===== config.mk =====
export PLATFORM = sky130hd
export DESIGN_NAME = reg_bus_arbiter_flat
export DESIGN_NICKNAME = d
export VERILOG_FILES = /design/src/rtl/reg_bus_arbiter_if.sv /design/src/rtl/reg_bus_arbiter.sv /design/src/flat_wrapper.sv
export SDC_FILE = /design/constraint.sdc
export NUM_CORES = 1
export LEC_CHECK = 0
export BUFFER_PORTS_ARGS = -buffer_cell sky130_fd_sc_hd__buf_2
export CAP_MARGIN = 10
export CORE_ASPECT_RATIO = 1.1
export CORE_UTILIZATION = 48
export CTS_BUF_LIST = sky130_fd_sc_hd__clkbuf_2
export DETAILED_ROUTE_END_ITERATION = 8
export GPL_ROUTABILITY_DRIVEN = 1
export GPL_TIMING_DRIVEN = 0
export HOLD_SLACK_MARGIN = 0.03
export MAX_ROUTING_LAYER = met4
export PLACE_DENSITY = 0.91
export SLEW_MARGIN = 5
export SYNTH_ARGS = -nofsm -noshare
export SYNTH_HDL_FRONTEND = slang
export SYNTH_SLANG_ARGS = --single-unit

===== constraint.sdc =====
create_clock -name usb_clk -period 2.3 [get_ports usb_clk]
set_input_delay 0.46 -clock usb_clk [delete_from_list [all_inputs] [get_ports usb_clk]]
set_output_delay 0.46 -clock usb_clk [all_outputs]
set_load 0.05 [all_outputs]

===== src/rtl/reg_bus_arbiter_if.sv =====
// Register-bus arbiter signal bundle.
// Carries the USB front-end bus (master 0), the on-chip requester handshake
// (master 1), the shared slave-side register bus and the preemption counter.
//   modport slave  : the arbiter's view (it serves both masters)
//   modport master : the environment's view (USB front-end, requester, slaves)
interface reg_bus_arbiter_if #(
    parameter int pBYTECNT_SIZE = 7
);
    // master 0: USB register front-end
    logic [7:0]               usb_address;
    logic [pBYTECNT_SIZE-1:0] usb_bytecnt;
    logic [7:0]               usb_write_data;
    logic                     usb_read;
    logic                     usb_write;
    logic                     usb_addrvalid;
    logic [7:0]               usb_read_data;
    // master 1: on-chip requester
    logic                     m1_req;
    logic [7:0]               m1_address;
    logic                     m1_write;
    logic [pBYTECNT_SIZE-1:0] m1_len;
    logic [7:0]               m1_wdata;
    logic                     m1_gnt;
    logic                     m1_wready;
    logic [7:0]               m1_rdata;
    logic                     m1_rvalid;
    logic                     m1_done;
    logic [7:0]               O_preempt_count;
    // slave-side register bus
    logic [7:0]               reg_address;
    logic [pBYTECNT_SIZE-1:0] reg_bytecnt;
    logic [7:0]               write_data;
    logic [7:0]               read_data;
    logic                     reg_read;
    logic                     reg_write;
    logic                     reg_addrvalid;

    modport slave (
        input  usb_address, usb_bytecnt, usb_write_data, usb_read, usb_write, usb_addrvalid,
        output usb_read_data,
        input  m1_req, m1_address, m1_write, m1_len, m1_wdata,
        output m1_gnt, m1_wready, m1_rdata, m1_rvalid, m1_done, O_preempt_count,
        output reg_address, reg_bytecnt, write_data, reg_read, reg_write, reg_addrvalid,
        input  read_data
    );

    modport master (
        output usb_address, usb_bytecnt, usb_write_data, usb_read, usb_write, usb_addrvalid,
        input  usb_read_data,
        output m1_req, m1_address, m1_write, m1_len, m1_wdata,
        input  m1_gnt, m1_wready, m1_rdata, m1_rvalid, m1_done, O_preempt_count,
        input  reg_address, reg_bytecnt, write_data, reg_read, reg_write, reg_addrvalid,
        output read_data
    );
endinterface


===== src/rtl/reg_bus_arbiter.sv =====
// Register-bus arbiter.
// Shares the 8-bit register bus between the USB front-end (master 0, absolute
// zero-latency priority, never stalled) and an on-chip requester (master 1)
// whose multi-byte transactions are preempted by USB activity and resumed at
// the byte where they stopped.
// Ports:
//   usb_clk  : clock
//   reset_i  : asynchronous active-high reset
//   bus      : reg_bus_arbiter_if.slave (USB bus, requester handshake,
//              slave bus, preemption counter)
module reg_bus_arbiter #(
    parameter int pBYTECNT_SIZE = 7,
    parameter int pREAD_LATENCY = 1   // 0 or 1
) (
    input  logic             usb_clk,
    input  logic             reset_i,
    reg_bus_arbiter_if.slave bus
);
    localparam int            BC     = pBYTECNT_SIZE;
    localparam logic [BC-1:0] BC_ONE = BC'(1);

    typedef enum logic [2:0] {IDLE, SETUP, XFER, PAUSE, GUARD, RDWAIT} state_t;

    state_t        state_q, state_d;
    logic [BC-1:0] idx_q, idx_d;
    logic [BC-1:0] len_q, len_d;
    logic [7:0]    addr_q, addr_d;
    logic          wr_q, wr_d;
    logic [7:0]    pcnt_q, pcnt_d;
    logic          zdone_q, zdone_d;   // done pulse for a zero-length transaction
    logic          rd_q;               // master-1 read strobe issued last cycle

    logic          accept, done, wready, last;
    logic          m1_av, m1_rd, m1_wr;
    logic [7:0]    m1_addr;
    logic [BC-1:0] m1_bc;
    logic          rvalid;

    always_ff @(posedge usb_clk or posedge reset_i) begin
        if (reset_i) begin
            state_q <= IDLE;
            idx_q   <= '0;
            len_q   <= '0;
            addr_q  <= '0;
            wr_q    <= 1'b0;
            pcnt_q  <= '0;
            zdone_q <= 1'b0;
            rd_q    <= 1'b0;
        end else begin
            state_q <= state_d;
            idx_q   <= idx_d;
            len_q   <= len_d;
            addr_q  <= addr_d;
            wr_q    <= wr_d;
            pcnt_q  <= pcnt_d;
            zdone_q <= zdone_d;
            rd_q    <= m1_rd;
        end
    end

    always_comb begin
        state_d = state_q;
        idx_d   = idx_q;
        len_d   = len_q;
        addr_d  = addr_q;
        wr_d    = wr_q;
        pcnt_d  = pcnt_q;
        zdone_d = 1'b0;
        accept  = 1'b0;
        done    = 1'b0;
        wready  = 1'b0;
        m1_av   = 1'b0;
        m1_rd   = 1'b0;
        m1_wr   = 1'b0;
        m1_addr = '0;
        m1_bc   = '0;
        last    = (idx_q == len_q - BC_ONE);
        case (state_q)
            IDLE: begin
                // zdone_q blocks acceptance in the cycle a zero-length done is shown
                if (bus.m1_req && !bus.usb_addrvalid && !zdone_q && !reset_i) begin
                    accept = 1'b1;
                    addr_d = bus.m1_address;
                    wr_d   = bus.m1_write;
                    len_d  = bus.m1_len;
                    idx_d  = '0;
                    if (bus.m1_len == '0) zdone_d = 1'b1;
                    else                  state_d = SETUP;
                end
            end
            SETUP, XFER: begin
                if (bus.usb_addrvalid) begin
                    // USB owns this cycle: drop the byte, keep idx for resumption
                    state_d = PAUSE;
                    pcnt_d  = (pcnt_q == 8'hFF) ? pcnt_q : pcnt_q + 8'd1;
                end else if (state_q == SETUP) begin
                    m1_av   = 1'b1;
                    m1_addr = addr_q;
                    state_d = XFER;
                end else begin
                    m1_av   = 1'b1;
                    m1_addr = addr_q;
                    m1_bc   = idx_q;
                    if (wr_q) begin
                        m1_wr  = 1'b1;
                        wready = 1'b1;
                    end else begin
                        m1_rd  = 1'b1;
                    end
                    idx_d = idx_q + BC_ONE;
                    if (last) begin
                        if (wr_q || pREAD_LATENCY == 0) begin
                            state_d = IDLE;
                            done    = 1'b1;
                        end else begin
                            state_d = RDWAIT;
                        end
                    end
                end
            end
            PAUSE:  if (!bus.usb_addrvalid) state_d = GUARD;
            GUARD:  state_d = bus.usb_addrvalid ? PAUSE : SETUP;
            RDWAIT: begin
                done    = 1'b1;
                state_d = IDLE;
            end
            default: state_d = IDLE;
        endcase
    end

    // USB passes straight through whenever it claims the bus
    always_comb begin
        if (bus.usb_addrvalid) begin
            bus.reg_address   = bus.usb_address;
            bus.reg_bytecnt   = bus.usb_bytecnt;
            bus.write_data    = bus.usb_write_data;
            bus.reg_read      = bus.usb_read;
            bus.reg_write     = bus.usb_write;
            bus.reg_addrvalid = 1'b1;
        end else begin
            bus.reg_address   = m1_addr;
            bus.reg_bytecnt   = m1_bc;
            bus.write_data    = m1_wr ? bus.m1_wdata : 8'h00;
            bus.reg_read      = m1_rd;
            bus.reg_write     = m1_wr;
            bus.reg_addrvalid = m1_av;
        end
    end

    // read return is tied to the strobe, not the state, so it survives preemption
    assign rvalid              = (pREAD_LATENCY == 0) ? m1_rd : rd_q;
    assign bus.m1_rvalid       = rvalid;
    assign bus.m1_rdata        = rvalid ? bus.read_data : 8'h00;
    assign bus.usb_read_data   = bus.read_data;
    assign bus.m1_gnt          = accept | (state_q != IDLE) | zdone_q;
    assign bus.m1_done         = done | zdone_q;
    assign bus.m1_wready       = wready;
    assign bus.O_preempt_count = pcnt_q;
endmodule


===== src/flat_wrapper.sv =====
// flat-port wrapper written by rule: the top's interface ports become plain ports
module reg_bus_arbiter_flat 
#(
    parameter int pBYTECNT_SIZE = 7,
    parameter int pREAD_LATENCY = 1            
)
  (usb_clk, reset_i, bus_usb_address, bus_usb_bytecnt, bus_usb_write_data, bus_usb_read, bus_usb_write, bus_usb_addrvalid, bus_usb_read_data, bus_m1_req, bus_m1_address, bus_m1_write, bus_m1_len, bus_m1_wdata, bus_m1_gnt, bus_m1_wready, bus_m1_rdata, bus_m1_rvalid, bus_m1_done, bus_O_preempt_count, bus_reg_address, bus_reg_bytecnt, bus_write_data, bus_reg_read, bus_reg_write, bus_reg_addrvalid, bus_read_data);
  reg_bus_arbiter_if #(.pBYTECNT_SIZE(pBYTECNT_SIZE)) bus_i ();
  input  logic usb_clk;
  input  logic reset_i;
  input wire logic [$bits(bus_i.usb_address)-1:0] bus_usb_address;
  input wire logic [$bits(bus_i.usb_bytecnt)-1:0] bus_usb_bytecnt;
  input wire logic [$bits(bus_i.usb_write_data)-1:0] bus_usb_write_data;
  input wire logic [$bits(bus_i.usb_read)-1:0] bus_usb_read;
  input wire logic [$bits(bus_i.usb_write)-1:0] bus_usb_write;
  input wire logic [$bits(bus_i.usb_addrvalid)-1:0] bus_usb_addrvalid;
  output wire logic [$bits(bus_i.usb_read_data)-1:0] bus_usb_read_data;
  input wire logic [$bits(bus_i.m1_req)-1:0] bus_m1_req;
  input wire logic [$bits(bus_i.m1_address)-1:0] bus_m1_address;
  input wire logic [$bits(bus_i.m1_write)-1:0] bus_m1_write;
  input wire logic [$bits(bus_i.m1_len)-1:0] bus_m1_len;
  input wire logic [$bits(bus_i.m1_wdata)-1:0] bus_m1_wdata;
  output wire logic [$bits(bus_i.m1_gnt)-1:0] bus_m1_gnt;
  output wire logic [$bits(bus_i.m1_wready)-1:0] bus_m1_wready;
  output wire logic [$bits(bus_i.m1_rdata)-1:0] bus_m1_rdata;
  output wire logic [$bits(bus_i.m1_rvalid)-1:0] bus_m1_rvalid;
  output wire logic [$bits(bus_i.m1_done)-1:0] bus_m1_done;
  output wire logic [$bits(bus_i.O_preempt_count)-1:0] bus_O_preempt_count;
  output wire logic [$bits(bus_i.reg_address)-1:0] bus_reg_address;
  output wire logic [$bits(bus_i.reg_bytecnt)-1:0] bus_reg_bytecnt;
  output wire logic [$bits(bus_i.write_data)-1:0] bus_write_data;
  output wire logic [$bits(bus_i.reg_read)-1:0] bus_reg_read;
  output wire logic [$bits(bus_i.reg_write)-1:0] bus_reg_write;
  output wire logic [$bits(bus_i.reg_addrvalid)-1:0] bus_reg_addrvalid;
  input wire logic [$bits(bus_i.read_data)-1:0] bus_read_data;
  assign bus_i.usb_address = bus_usb_address;
  assign bus_i.usb_bytecnt = bus_usb_bytecnt;
  assign bus_i.usb_write_data = bus_usb_write_data;
  assign bus_i.usb_read = bus_usb_read;
  assign bus_i.usb_write = bus_usb_write;
  assign bus_i.usb_addrvalid = bus_usb_addrvalid;
  assign bus_usb_read_data = bus_i.usb_read_data;
  assign bus_i.m1_req = bus_m1_req;
  assign bus_i.m1_address = bus_m1_address;
  assign bus_i.m1_write = bus_m1_write;
  assign bus_i.m1_len = bus_m1_len;
  assign bus_i.m1_wdata = bus_m1_wdata;
  assign bus_m1_gnt = bus_i.m1_gnt;
  assign bus_m1_wready = bus_i.m1_wready;
  assign bus_m1_rdata = bus_i.m1_rdata;
  assign bus_m1_rvalid = bus_i.m1_rvalid;
  assign bus_m1_done = bus_i.m1_done;
  assign bus_O_preempt_count = bus_i.O_preempt_count;
  assign bus_reg_address = bus_i.reg_address;
  assign bus_reg_bytecnt = bus_i.reg_bytecnt;
  assign bus_write_data = bus_i.write_data;
  assign bus_reg_read = bus_i.reg_read;
  assign bus_reg_write = bus_i.reg_write;
  assign bus_reg_addrvalid = bus_i.reg_addrvalid;
  assign bus_i.read_data = bus_read_data;
  reg_bus_arbiter #(.pBYTECNT_SIZE(pBYTECNT_SIZE), .pREAD_LATENCY(pREAD_LATENCY)) u_core (.usb_clk(usb_clk), .reset_i(reset_i), .bus(bus_i));
endmodule

### After elaboration in Yosys (flattened, before gate mapping)

Index checks and enable logic that the tools add are counted.

| word-level totals | value |
|---|---|
| bits in registers | 36 |
| latch bits | 0 |
| bits in writable memories | 0 |
| bits in read-only memories | 0 |
| output and inout port bits | 54 |
| word-level logic and storage cells | 85 |
| memories | 0 |

| operators by class | value |
|---|---|
| add/sub/neg operators | 3 |
| multipliers | 0 |
| divide/modulo/power cells | 0 |
| $lt $le $gt $ge | 0 |
| eq/ne operators | 13 |
| shifts and indexed selects | 0 |
| muxes and demuxes | 42 |
| bitwise gates (word level) | 4 |
| reduce and logical (&&, ||, !) cells | 15 |

Operators by type and width:

| cell | count |
|---|---|
| 7-bit 2-to-1 mux | 6 |
| 8-bit 2-to-1 mux | 5 |
| 3-bit 2-to-1 mux | 7 |
| 1-bit 2-to-1 mux | 20 |
| 7-bit case mux with 2 select lines | 1 |
| 3-bit case mux with 4 select lines | 1 |
| 8-bit by 1-bit adder with 8-bit output, second input constant | 1 |
| 8-bit == test, second input constant | 1 |
| 2-bit inequality test, second input constant | 4 |
| 4-bit AND reduction | 2 |
| 7-bit by 1-bit adder with 7-bit output, second input constant | 1 |
| 7-bit == test | 1 |
| 7-bit zero test | 1 |
| 7-bit by 1-bit subtractor with 7-bit output, second input constant | 1 |
| 3-bit by 2-bit == test with 1-bit output, second input constant | 2 |
| 3-bit == test, second input constant | 2 |
| 4-bit by 2-bit inequality test with 1-bit output, second input constant | 1 |
| 3-bit by 1-bit == test with 1-bit output, second input constant | 1 |
| 1-bit logical AND | 3 |
| 1-bit zero test | 3 |
| 3-bit zero test | 1 |
| 1-bit bitwise OR | 3 |
| 3-bit AND reduction | 1 |
| 3-bit nonzero test | 1 |
| other kinds (7) | 7 |

### Logic depth before layout (Yosys ltp)

Gate-level depths: netlist (run 1).

| logic depth | value |
|---|---|
| depth after elaboration | 8 |
| depth in mapped cells | 7 |

### Least setup slack after synthesis (run 1)

Ideal clock, no wire load.

| timing | value |
|---|---|
| path type | register to output |
| from | reg u_core.len_q[0] |
| to | out bus_m1_done |
| arrival | 2.566 ns |
| required time | 1.840 ns |
| setup slack | -0.726 ns |
| cell stages (with the launch flop) | 8 |
| path buffers | 0 |
| cells stage by stage | dfrtp_1 inv_1 ha_1 nor2b_1 or3_1 a31oi_1 o211ai_2 o21ai_0 |

| on the way | value |
|---|---|
| word-level cells in the longest chain between the ends | 7 |

RTL lines:

| what | line | source |
|---|---|---|
| start: declaration | reg_bus_arbiter.sv:26 | `logic [BC-1:0] len_q, len_d;` |
| start signal: assignment | reg_bus_arbiter.sv:52 | `len_q <= len_d;` |
| 7-bit by 1-bit subtractor with 7-bit output | reg_bus_arbiter.sv:77 | `last = (idx_q == len_q - BC_ONE);` |
| 7-bit == test | reg_bus_arbiter.sv:77 |  |
| 1-bit 2-to-1 mux | reg_bus_arbiter.sv:111 | `if (last) begin` |
| 1-bit 2-to-1 mux | reg_bus_arbiter.sv:96 | `end else if (state_q == SETUP) begin` |
| 1-bit 2-to-1 mux | reg_bus_arbiter.sv:92 | `if (bus.usb_addrvalid) begin` |
| 1-bit case mux with 2 select lines | reg_bus_arbiter.sv:78 | `case (state_q)` |
| 1-bit bitwise OR | reg_bus_arbiter.sv:156 | `assign bus.m1_done = done \| zdone_q;` |
| end: declaration | flat_wrapper.sv:27 | `output wire logic [$bits(bus_i.m1_done)-1:0] bus_m1_done;` |

Every way passes these cells.

### Final worst setup path (run 1)

Ends and elaborated chain as after synthesis.

==> metrics.txt, run 1 <==
CP Max Fanout=4; Final Util=0.7425; Initial DRT Pass Iterations=5; clk_skew=0.02392 ns; hpwl dp=4894 um; peak supply drop=0.7095 mV; Num CTS Buffers=5; Die ar.=5198 um2; post-synth top area share=0.3820; DIE HEIGHT=75.52 um; layout cell share with drive strength beyond 1=0.4805; fmax=379.7 MHz; WL/cell=15.46 um; setup violators final=12; worst slew pin tran=0.7433 ns; DR vias/cell=5.425; final worst slack=-0.3333 ns; FF-to-FF path depth=8; Tcrit/Tclk final=1.145; IO buf count=114; Synth area leaders=dfrtp_1, nand2_1, a22o_1; CP Cell Sequence=inv_2, ha_4, nor2b_2, or3_1, a31oi_2, o211ai_2, o21ai_2, buf_6; largest net degree at the start of global routing=37; violated checks=setup timing; Worst-path clk slew=0.19 ns; Slew Limit Fails=0; clk_lat worst skew=0.38 ns; Final ANT Viol Nets=0; top_reg_cell synth=dfrtp_1; Leak=1.820 nW; crit path max-delay cell type=dfrtp_2; detailed-route DRC error count=0; row cnt=26; Cells after Synth=273; PD cells=1178 nW/um2; Max-slew headroom=0.5037; fillcell total=343; Cell Area, Synth=2359 um2; Nets=474; routability cong.=0.8675; DR vias=2528; area grow syn2layout=47.48%; CP required=1.84 ns; status=complete, but fails checks; Crit path buffers/inverters=2; Mean Syn Cell Area=8.639 um2; post-synthesis async set-or-reset flop share=1.000; crit path kind=flip-flop to output port; Setup crit start kind=flip-flop; cell taking the most area after synthesis=dfrtp_1; ant diodes=0; htree depth=2; core area=4684 um2; unrepaired setup endpoints after global routing=true; clk root buf=clkbuf_2; Initial Util=0.5035; clock tree sinks=36; Post-synth EDFFs=0; Critical Path Max Stage Delay=0.45 ns; Synth cell types=50; Critical Path Sink Type=output port; Hold Crit Class=input pin to async pin; count leader, synth=nand2_1; Crit path depth=8; Initial DRC Count=228; max_cap viols=0; top cells by count, synth=nand2_1, dfrtp_1, nor2_1, o21ai_0, a22o_1; Tmin final=2.633 ns; TNS Setup=-0.6241 ns; Final Hold Vio Count=0; final WL=7206 um; CP top delay family=compound AO/OA/AOI/OAI gates; # hold bufs at CTS=0; antenna violations before repair=0; vias in the first global route=2320; #FFs+latches synth=36; first-pass GRT wire length=10780 um; syn_nets=337; CTS tree=done; Boundary Pins=115; register area share after synthesis=0.3820; Die X=68.84 um; Max clock buf depth=2; CP arrival=2.17 ns; all-layer global routing usage=0.2948; Yosys warnings=0; global route overflow=0
[layout make-up]
class | count | area, um2 | area share
multi-input cells | 211 | 1423 | 0.4090
flip-flops and latches | 36 | 902.1 | 0.2594
repair buffers | 130 | 863.3 | 0.2482
plain buffers | 20 | 157.7 | 0.04532
well taps | 56 | 70.07 | 0.02014
clock buffers | 6 | 30.03 | 0.008633
inverters | 6 | 27.53 | 0.007914
clock inverters | 1 | 5.005 | 0.001439
[state kept, by name, summed over array words and instances, names as in the netlist]
signal	cells
u_core.addr_q	8
u_core.bus.O_preempt_count	8
u_core.bus.m1_rvalid	1
u_core.idx_q	7
u_core.len_q	7
u_core.state_q	3
u_core.wr_q	1
u_core.zdone_q	1
[timing repair]
| action | 4_1_cts | 5_1_grt |
|---|---|---|
| pin swaps | 5 | 2 |
| setup endpoints to repair | 26 | 28 |
| gates resized for setup | 70 | 12 |
| buffers inserted | 9 | 7 |
[kinds of logic after synthesis]
group           Yosys count  share of synthesized area
buf+inv                  26                    0.06896
fa+ha+maj                 3                    0.01592
flops                    36                     0.3820
mux                       2                   0.009018
xor+xnor                 20                    0.08806
compound gates           50                     0.1613
simple gates            136                     0.2748
[through the flow]
stage / instances / worst slack, ns / total power, W / area [um2] / hold slack, ns
CTS: 459 / -0.3545 / 0.003884 / 3381 / 0.2318
floorplan: 273 / -0.1012 / 0.002807 / 2410 / 0.4444
finish: 466 / -0.3333 / 0.004099 / 3478 / 0.2238
detailed placement: 443 / -0.3485 / 0.003290 / 3050 / 0.4650
global placement: 443 / -0.3101 / 0.003209 / 3050 / 0.4585
global route: 466 / -0.4340 / 0.004353 / 3478 / 0.2415
[where the power goes]
part           internal [W]  total, W  switching [W]
sequential         0.000868   0.00113       0.000263
combinational       0.00113   0.00269        0.00156
clock             0.0000726  0.000276       0.000204
total               0.00207   0.00410        0.00203
[layer usage]
| layer | up-vias | track usage | share of wire |
|---|---|---|---|
| met5 | - | - | 0 |
| met4 | 0 | 0.1156 | 0.029 |
| met3 | 22 | 0.06138 | 0.095 |
| met2 | 140 | 0.4804 | 0.49 |
| met1 | 1176 | 0.3566 | 0.39 |
| li1 | 1190 | - | - |
[placed cells by master, fill, tap and decap left out, types with 7 or more instances in the layout]
cell type  synthesis  routed
and2_1             8       8
buf_2              3      89
buf_4             10      27
buf_6              3      28
clkbuf_2           0       7
dfrtp_1           36      35
nand2_1           73      73
nand3_1            7       7
nor2_1            16      16
o21ai_2            0      10
xnor2_1           10      10
xor2_1             8       8
[worst paths after layout]
path	start	end	slack [ns]
setup reg to reg	u_core.len_q[0]	u_core.state_q[1]	0.37
setup / recovery	u_core.len_q[0]	bus_m1_done	-0.33
max in group asynchronous	reset_i	u_core.len_q[0]	1.56
min in group usb_clk	bus_m1_address[4]	u_core.addr_q[4]	0.27
hold reg to reg	u_core.addr_q[4]	u_core.addr_q[4]	0.50
hold / removal	reset_i	u_core.state_q[2]	0.22
[worst reg2reg max path: cells and delay by family, from the launching register on]
family | cells | cell delay (ns)
AND/OR/NAND/NOR | 2 | 0.41
buffers and inverters | 2 | 0.25
adder cells (fa/ha/maj) | 1 | 0.16
AO/OA/AOI/OAI | 3 | 0.57
flip-flops | 1 | 0.45
Power figures use the tool's default switching activity.
==> run 2, diff against run 1 <==
--- a/config.mk
+++ b/config.mk
@@ -16,6 +16,7 @@
 export HOLD_SLACK_MARGIN = 0.03
 export MAX_ROUTING_LAYER = met4
 export PLACE_DENSITY = 0.91
+export SKIP_CTS_REPAIR_TIMING = 1
 export SLEW_MARGIN = 5
 export SYNTH_ARGS = -nofsm -noshare
 export SYNTH_HDL_FRONTEND = slang
==> run 2 against run 1 <==
The flow still finishes with violations (setup timing). Power increased by 4.1%. Global-route usage decreased by 3.2 points. Utilization increased by 1.8 points. Highest routed layer unchanged.
==> metrics.txt, run 2 (same netlist as run 1, synthesis figures left out) <==
hpwl dp=4894 um (unchanged); max_cap viols=0 (unchanged); status=complete, but fails checks (unchanged); unrepaired setup endpoints after global routing=true (unchanged); most frequent cells in the layout=buf_2, nand2_1, dfrtp_1 (unchanged); Max clock buf depth=2 (unchanged); clock tree sinks=36 (unchanged); setup violators final=24 (was 12); Worst-path clk slew=0.18 ns (was 0.19 ns); Tcrit/Tclk final=1.201 (was 1.145); DIE HEIGHT=75.52 um (unchanged); Die ar.=5198 um2 (unchanged); Multi-input gate area=1464 um2 (was 1423 um2); Initial DRT Pass Iterations=4 (was 5); final WL=7723 um (was 7206 um); Max-slew headroom=0.4977 (was 0.5037); final worst slack=-0.4625 ns (was -0.3333 ns); Tmin final=2.763 ns (was 2.633 ns); worst slew pin tran=0.7523 ns (was 0.7433 ns); post-route cell area=3565 um2 (was 3478 um2); FF-to-FF path depth=8 (unchanged); vias in the first global route=2057 (was 2320); IO buf count=114 (unchanged); CP arrival=2.30 ns (was 2.17 ns); antenna violations before repair=1 (was 0); Final ANT Viol Nets=0 (unchanged); CP required=1.84 ns (about the same); pre-CTS setup slack=-0.3485 ns (unchanged); layout cell share with drive strength beyond 1=0.4952 (was 0.4805); Slew Limit Fails=0 (unchanged); CTS tree=done (unchanged); detailed-route DRC error count=0 (unchanged); row cnt=26 (unchanged); core area=4684 um2 (unchanged); Nets=478 (was 474); WL/cell=16.40 um (was 15.46 um); largest net degree at the start of global routing=37 (unchanged); Leak=1.875 nW (was 1.820 nW); Boundary Pins=115 (unchanged); routability cong.=0.8675 (unchanged); violated checks=setup timing (unchanged); placed cell areas=3050 um2 (unchanged); area grow syn2layout=51.14% (was 47.48%); flip-flop and latch area=902.1 um2 (unchanged); most common cell after layout, fill and taps aside=buf_2 (unchanged); Critical Path Sink Type=output port (unchanged); Num CTS Buffers=5 (unchanged); setup slack, reg-to-reg=0.27 ns (was 0.37 ns); clk_lat worst skew=0.37 ns (was 0.38 ns); fmax=362.0 MHz (was 379.7 MHz); Die X=68.84 um (unchanged); all-layer global routing usage=0.2627 (was 0.2948); Initial DRC Count=161 (was 228); global route overflow=0 (unchanged); peak supply drop=0.8346 mV (was 0.7095 mV); Initial Util=0.5035 (unchanged); Hold Crit Class=input pin to async pin (unchanged); DR vias=2632 (was 2528); Final Hold Vio Count=0 (unchanged); clk_skew=0.008379 ns (was 0.02392 ns); first-pass GRT wire length=9639 um (was 10780 um); crit path kind=flip-flop to output port (unchanged); PD cells=1197 nW/um2 (was 1178 nW/um2); Crit Reg-Reg Startpoint=u_core.len_q[1] (was u_core.len_q[0]); htree depth=2 (unchanged); Setup crit start kind=flip-flop (unchanged); r2r endpoint=u_core.state_q[1] (unchanged); clk root buf=clkbuf_2 (unchanged); DR vias/cell=5.588 (was 5.425); fillcell total=322 (was 343); CP Max Fanout=7 (was 4)
[run 2: per-layer routing]
layer	vias to the layer above	track usage	routed length [um]
met2	158	0.4216	3854
met4	0	0.07029	252
li1	1212	-	-
met1	1234	0.3330	2782
met5	-	-	0
met3	28	0.06138	833
[run 2: how the worst max path moves through the flow]
| stage | from | to | depth (start not counted) | slack, ns |
|---|---|---|---|---|
| finish | u_core.len_q[1] | bus_m1_done | 8 | -0.46 |
| global route | u_core.len_q[1] | bus_m1_done | 8 | -0.58 |
| CTS | u_core.len_q[0] | bus_m1_done | 8 | -0.76 |
| detailed placement | bus_usb_addrvalid | bus_write_data[0] | 9 | -0.35 |
| global placement | bus_usb_addrvalid | bus_write_data[0] | 9 | -0.31 |
| floorplan | u_core.len_q[0] | bus_m1_done | 7 | -0.10 |
[run 2: critical path: stages, from the launching register on]
cell and delay, ns:
dfrtp_1 0.43, inv_2 0.07, ha_4 0.19, nor2b_1 0.13, or3_1 0.33, a31oi_2 0.24
o211ai_2 0.17, o21ai_2 0.18, buf_6 0.18
[run 2: per-stage QoR]
| stage | power [W] | hold slack, ns | util | std cells | setup TNS [ns] |
|---|---|---|---|---|---|
| finish | 0.004267 | 0.2368 | 0.7610 | 471 | -2.511 |
| global route | 0.004525 | 0.2415 | 0.7610 | 471 | -4.666 |
| CTS | 0.003559 | 0.2261 | 0.6587 | 450 | -10.35 |
| detailed placement | 0.003290 | 0.4650 | 0.6512 | 443 | -3.511 |
| global placement | 0.003209 | 0.4585 | 0.6512 | 443 | -2.759 |
| floorplan | 0.002807 | 0.4444 | - | 273 | -0.2526 |
[run 2: layout make-up]
cell class / count / area share
tap: 56 / 0.01966
inverter: 6 / 0.007722
antenna: 1 / 0.0007020
multi-input combinational: 211 / 0.4107
clock inverter: 1 / 0.001404
timing repair inverter: 1 / 0.001404
timing repair buffer: 133 / 0.2538
sequential: 36 / 0.2531
clock buffer: 6 / 0.008424
buffer: 20 / 0.04317
[run 2: where the power goes]
group / internal (W) / switching [W]
clock network: 0.0000726 / 0.000205
logic: 0.00120 / 0.00163
registers: 0.000869 / 0.000291
total: 0.00214 / 0.00213
==> run 3, diff against run 2 <==
--- a/config.mk
+++ b/config.mk
@@ -5,7 +5,7 @@
 export SDC_FILE = /design/constraint.sdc
 export NUM_CORES = 1
 export LEC_CHECK = 0
-export BUFFER_PORTS_ARGS = -buffer_cell sky130_fd_sc_hd__buf_2
+export BUFFER_PORTS_ARGS = -buffer_cell sky130_fd_sc_hd__clkbuf_2
 export CAP_MARGIN = 10
 export CORE_ASPECT_RATIO = 1.1
 export CORE_UTILIZATION = 48
@@ -16,6 +16,7 @@
 export HOLD_SLACK_MARGIN = 0.03
 export MAX_ROUTING_LAYER = met4
 export PLACE_DENSITY = 0.91
+export REMOVE_ABC_BUFFERS = 1
 export SKIP_CTS_REPAIR_TIMING = 1
 export SLEW_MARGIN = 5
 export SYNTH_ARGS = -nofsm -noshare
==> run 3 against run 2 <==
The flow still finishes with violations (setup timing). Clock power up 7.2%. Die area unchanged. First-iteration DRC count down 42%. Highest routed layer unchanged. Sequential power up 3%. Flip-flop and latch count unchanged. Design area down 4.1%. Worst setup slack better by 0.13 ns. Fmax up 4.9%. Routed wire length down 13%. Clock skew up 0.0042 ns.
==> metrics.txt, run 3 (same netlist as run 1, synthesis figures left out) <==
routability cong.=0.8542 (was 0.8675); TNS Setup=-3.140 ns (was -2.511 ns); core area=4684 um2 (unchanged); Die X=68.84 um (unchanged); Tcrit/Tclk final=1.145 (was 1.201); Met1 Wirelength=2576 um (was 2782 um); crit path kind=flip-flop to output port (unchanged); Final ANT Viol Nets=0 (unchanged); Multi-input gate area=1431 um2 (was 1464 um2); Leak=1.767 nW (was 1.875 nW); Nets=463 (was 478); DR vias=2442 (was 2632); Initial Util=0.5035 (unchanged); clk_skew=0.01260 ns (was 0.008379 ns); status=complete, but fails checks (unchanged); IO buf count=114 (unchanged); hpwl dp=4262 um (was 4894 um); Boundary Pins=115 (unchanged); clk root buf=clkbuf_2 (unchanged); CP required=1.84 ns (about the same); Critical Path Sink Type=output port (unchanged); largest net degree at the start of global routing=39 (was 37); peak supply drop=0.8718 mV (was 0.8346 mV); DR vias/cell=5.355 (was 5.588); FF-to-FF path depth=4 (was 8); most common cell after layout, fill and taps aside=clkbuf_2 (was buf_2); Initial DRC Count=94 (was 161); vias in the first global route=2027 (was 2057); row cnt=26 (unchanged); Final Hold Vio Count=0 (unchanged); Hold Crit Class=input pin to async pin (unchanged); PD cells=1233 nW/um2 (was 1197 nW/um2); clk_lat worst skew=0.40 ns (was 0.37 ns); CTS tree=done (unchanged); fmax=379.6 MHz (was 362.0 MHz); Met2 Wirelength=3755 um (was 3854 um); hold_ws=0.1914 ns (was 0.2368 ns); Final Util=0.7294 (was 0.7610); met3 WL=325 um (was 833 um); final worst slack=-0.3345 ns (was -0.4625 ns); Worst-path clk slew=0.18 ns (about the same); worst slew pin tran=0.9530 ns (was 0.7523 ns); fillcell total=353 (was 322); Die ar.=5198 um2 (unchanged); DR top layer=met4 (unchanged); Max clock buf depth=2 (unchanged); CP arrival=2.17 ns (was 2.30 ns); Slew Limit Fails=0 (unchanged); most frequent cells in the layout=clkbuf_2, nand2_1, dfrtp_1 (was buf_2, nand2_1, dfrtp_1); DIE HEIGHT=75.52 um (unchanged); layout cell share with drive strength beyond 1=0.4775 (was 0.4952); Setup crit start kind=flip-flop (unchanged); CP Max Fanout=6 (was 7); max_cap viols=0 (unchanged); Initial DRT Pass Iterations=4 (unchanged); detailed-route DRC error count=0 (unchanged); Tmin final=2.634 ns (was 2.763 ns); setup violators final=25 (was 24); pre-CTS setup slack=-0.5310 ns (was -0.3485 ns); all-layer global routing usage=0.2406 (was 0.2627); Num CTS Buffers=5 (unchanged); first-pass GRT wire length=8949 um (was 9639 um); final WL=6752 um (was 7723 um); Max-slew headroom=0.3640 (was 0.4977); clock tree sinks=36 (unchanged); flip-flop and latch area=907.1 um2 (was 902.1 um2); ant diodes=0 (was 1); antenna violations before repair=0 (was 1); global route overflow=0 (unchanged); htree depth=2 (unchanged); WL/cell=14.81 um (was 16.40 um); area grow syn2layout=44.88% (was 51.14%); violated checks=setup timing (unchanged); unrepaired setup endpoints after global routing=true (unchanged)
==> run 3: changes by cell type in the layout (fill, tap and decap cells not counted), moves of 3 or more <==
cell and delta:
clkbuf_2 +84, dfrtp_2 +4, buf_8 -5, buf_4 -7
buf_2 -88, dfrtp_1 -4, a22o_4 -5, a22o_1 +8
a22o_2 -3
==> run 3: path summary, 6_finish.rpt <==
| path | start | to | slack, ns |
|---|---|---|---|
| max | u_core.len_q[1] | bus_m1_done | -0.33 |
| min | reset_i | u_core.zdone_q | 0.19 |
| max reg2reg | u_core.state_q[1] | u_core.zdone_q | 0.14 |
| min reg2reg | u_core.addr_q[3] | u_core.addr_q[3] | 0.50 |
| max in group asynchronous | reset_i | u_core.state_q[1] | 1.58 |
| min in group usb_clk | bus_m1_address[3] | u_core.addr_q[3] | 0.23 |
==> run 3: per-stage QoR <==
stage / total power [W] / cells / instance area [um2]
6_report: 0.004214 / 456 / 3417
5_1_grt: 0.004476 / 456 / 3417
4_1_cts: 0.003454 / 431 / 2902
3_5_place_dp: 0.003163 / 423 / 2863
3_3_place_gp: 0.003083 / 423 / 2860
2_1_floorplan: 0.002658 / 253 / 2220
==> run 3: layer usage <==
metal  track usage  up-vias
li1              -     1177
met1        0.2736     1161
met2        0.4107       92
met3       0.05389       12
met4       0.09070        0
met5             -        -
==> run 3: critical path: stages (launching register included) <==
cell	delay, ns
dfrtp_2	0.47
inv_2	0.08
ha_4	0.16
nor2b_2	0.05
or3_1	0.36
a31oi_2	0.16
o211ai_2	0.17
o21ai_2	0.16
buf_6	0.17
==> run 3: cell type report <==
type / instances / area share
Multi-Input combinational cell: 212 / 0.4189
Timing Repair Buffer: 137 / 0.2743
Sequential cell: 36 / 0.2655
Clock buffer: 7 / 0.01025
Clock inverter: 1 / 0.001098
Tap cell: 56 / 0.02051
Inverter: 6 / 0.007323
Timing Repair inverter: 1 / 0.002197
==> run 3: report_power, final <==
group          switching [W]  internal [W]
registers           0.000329      0.000875
clock network       0.000217     0.0000813
logic                0.00153       0.00118
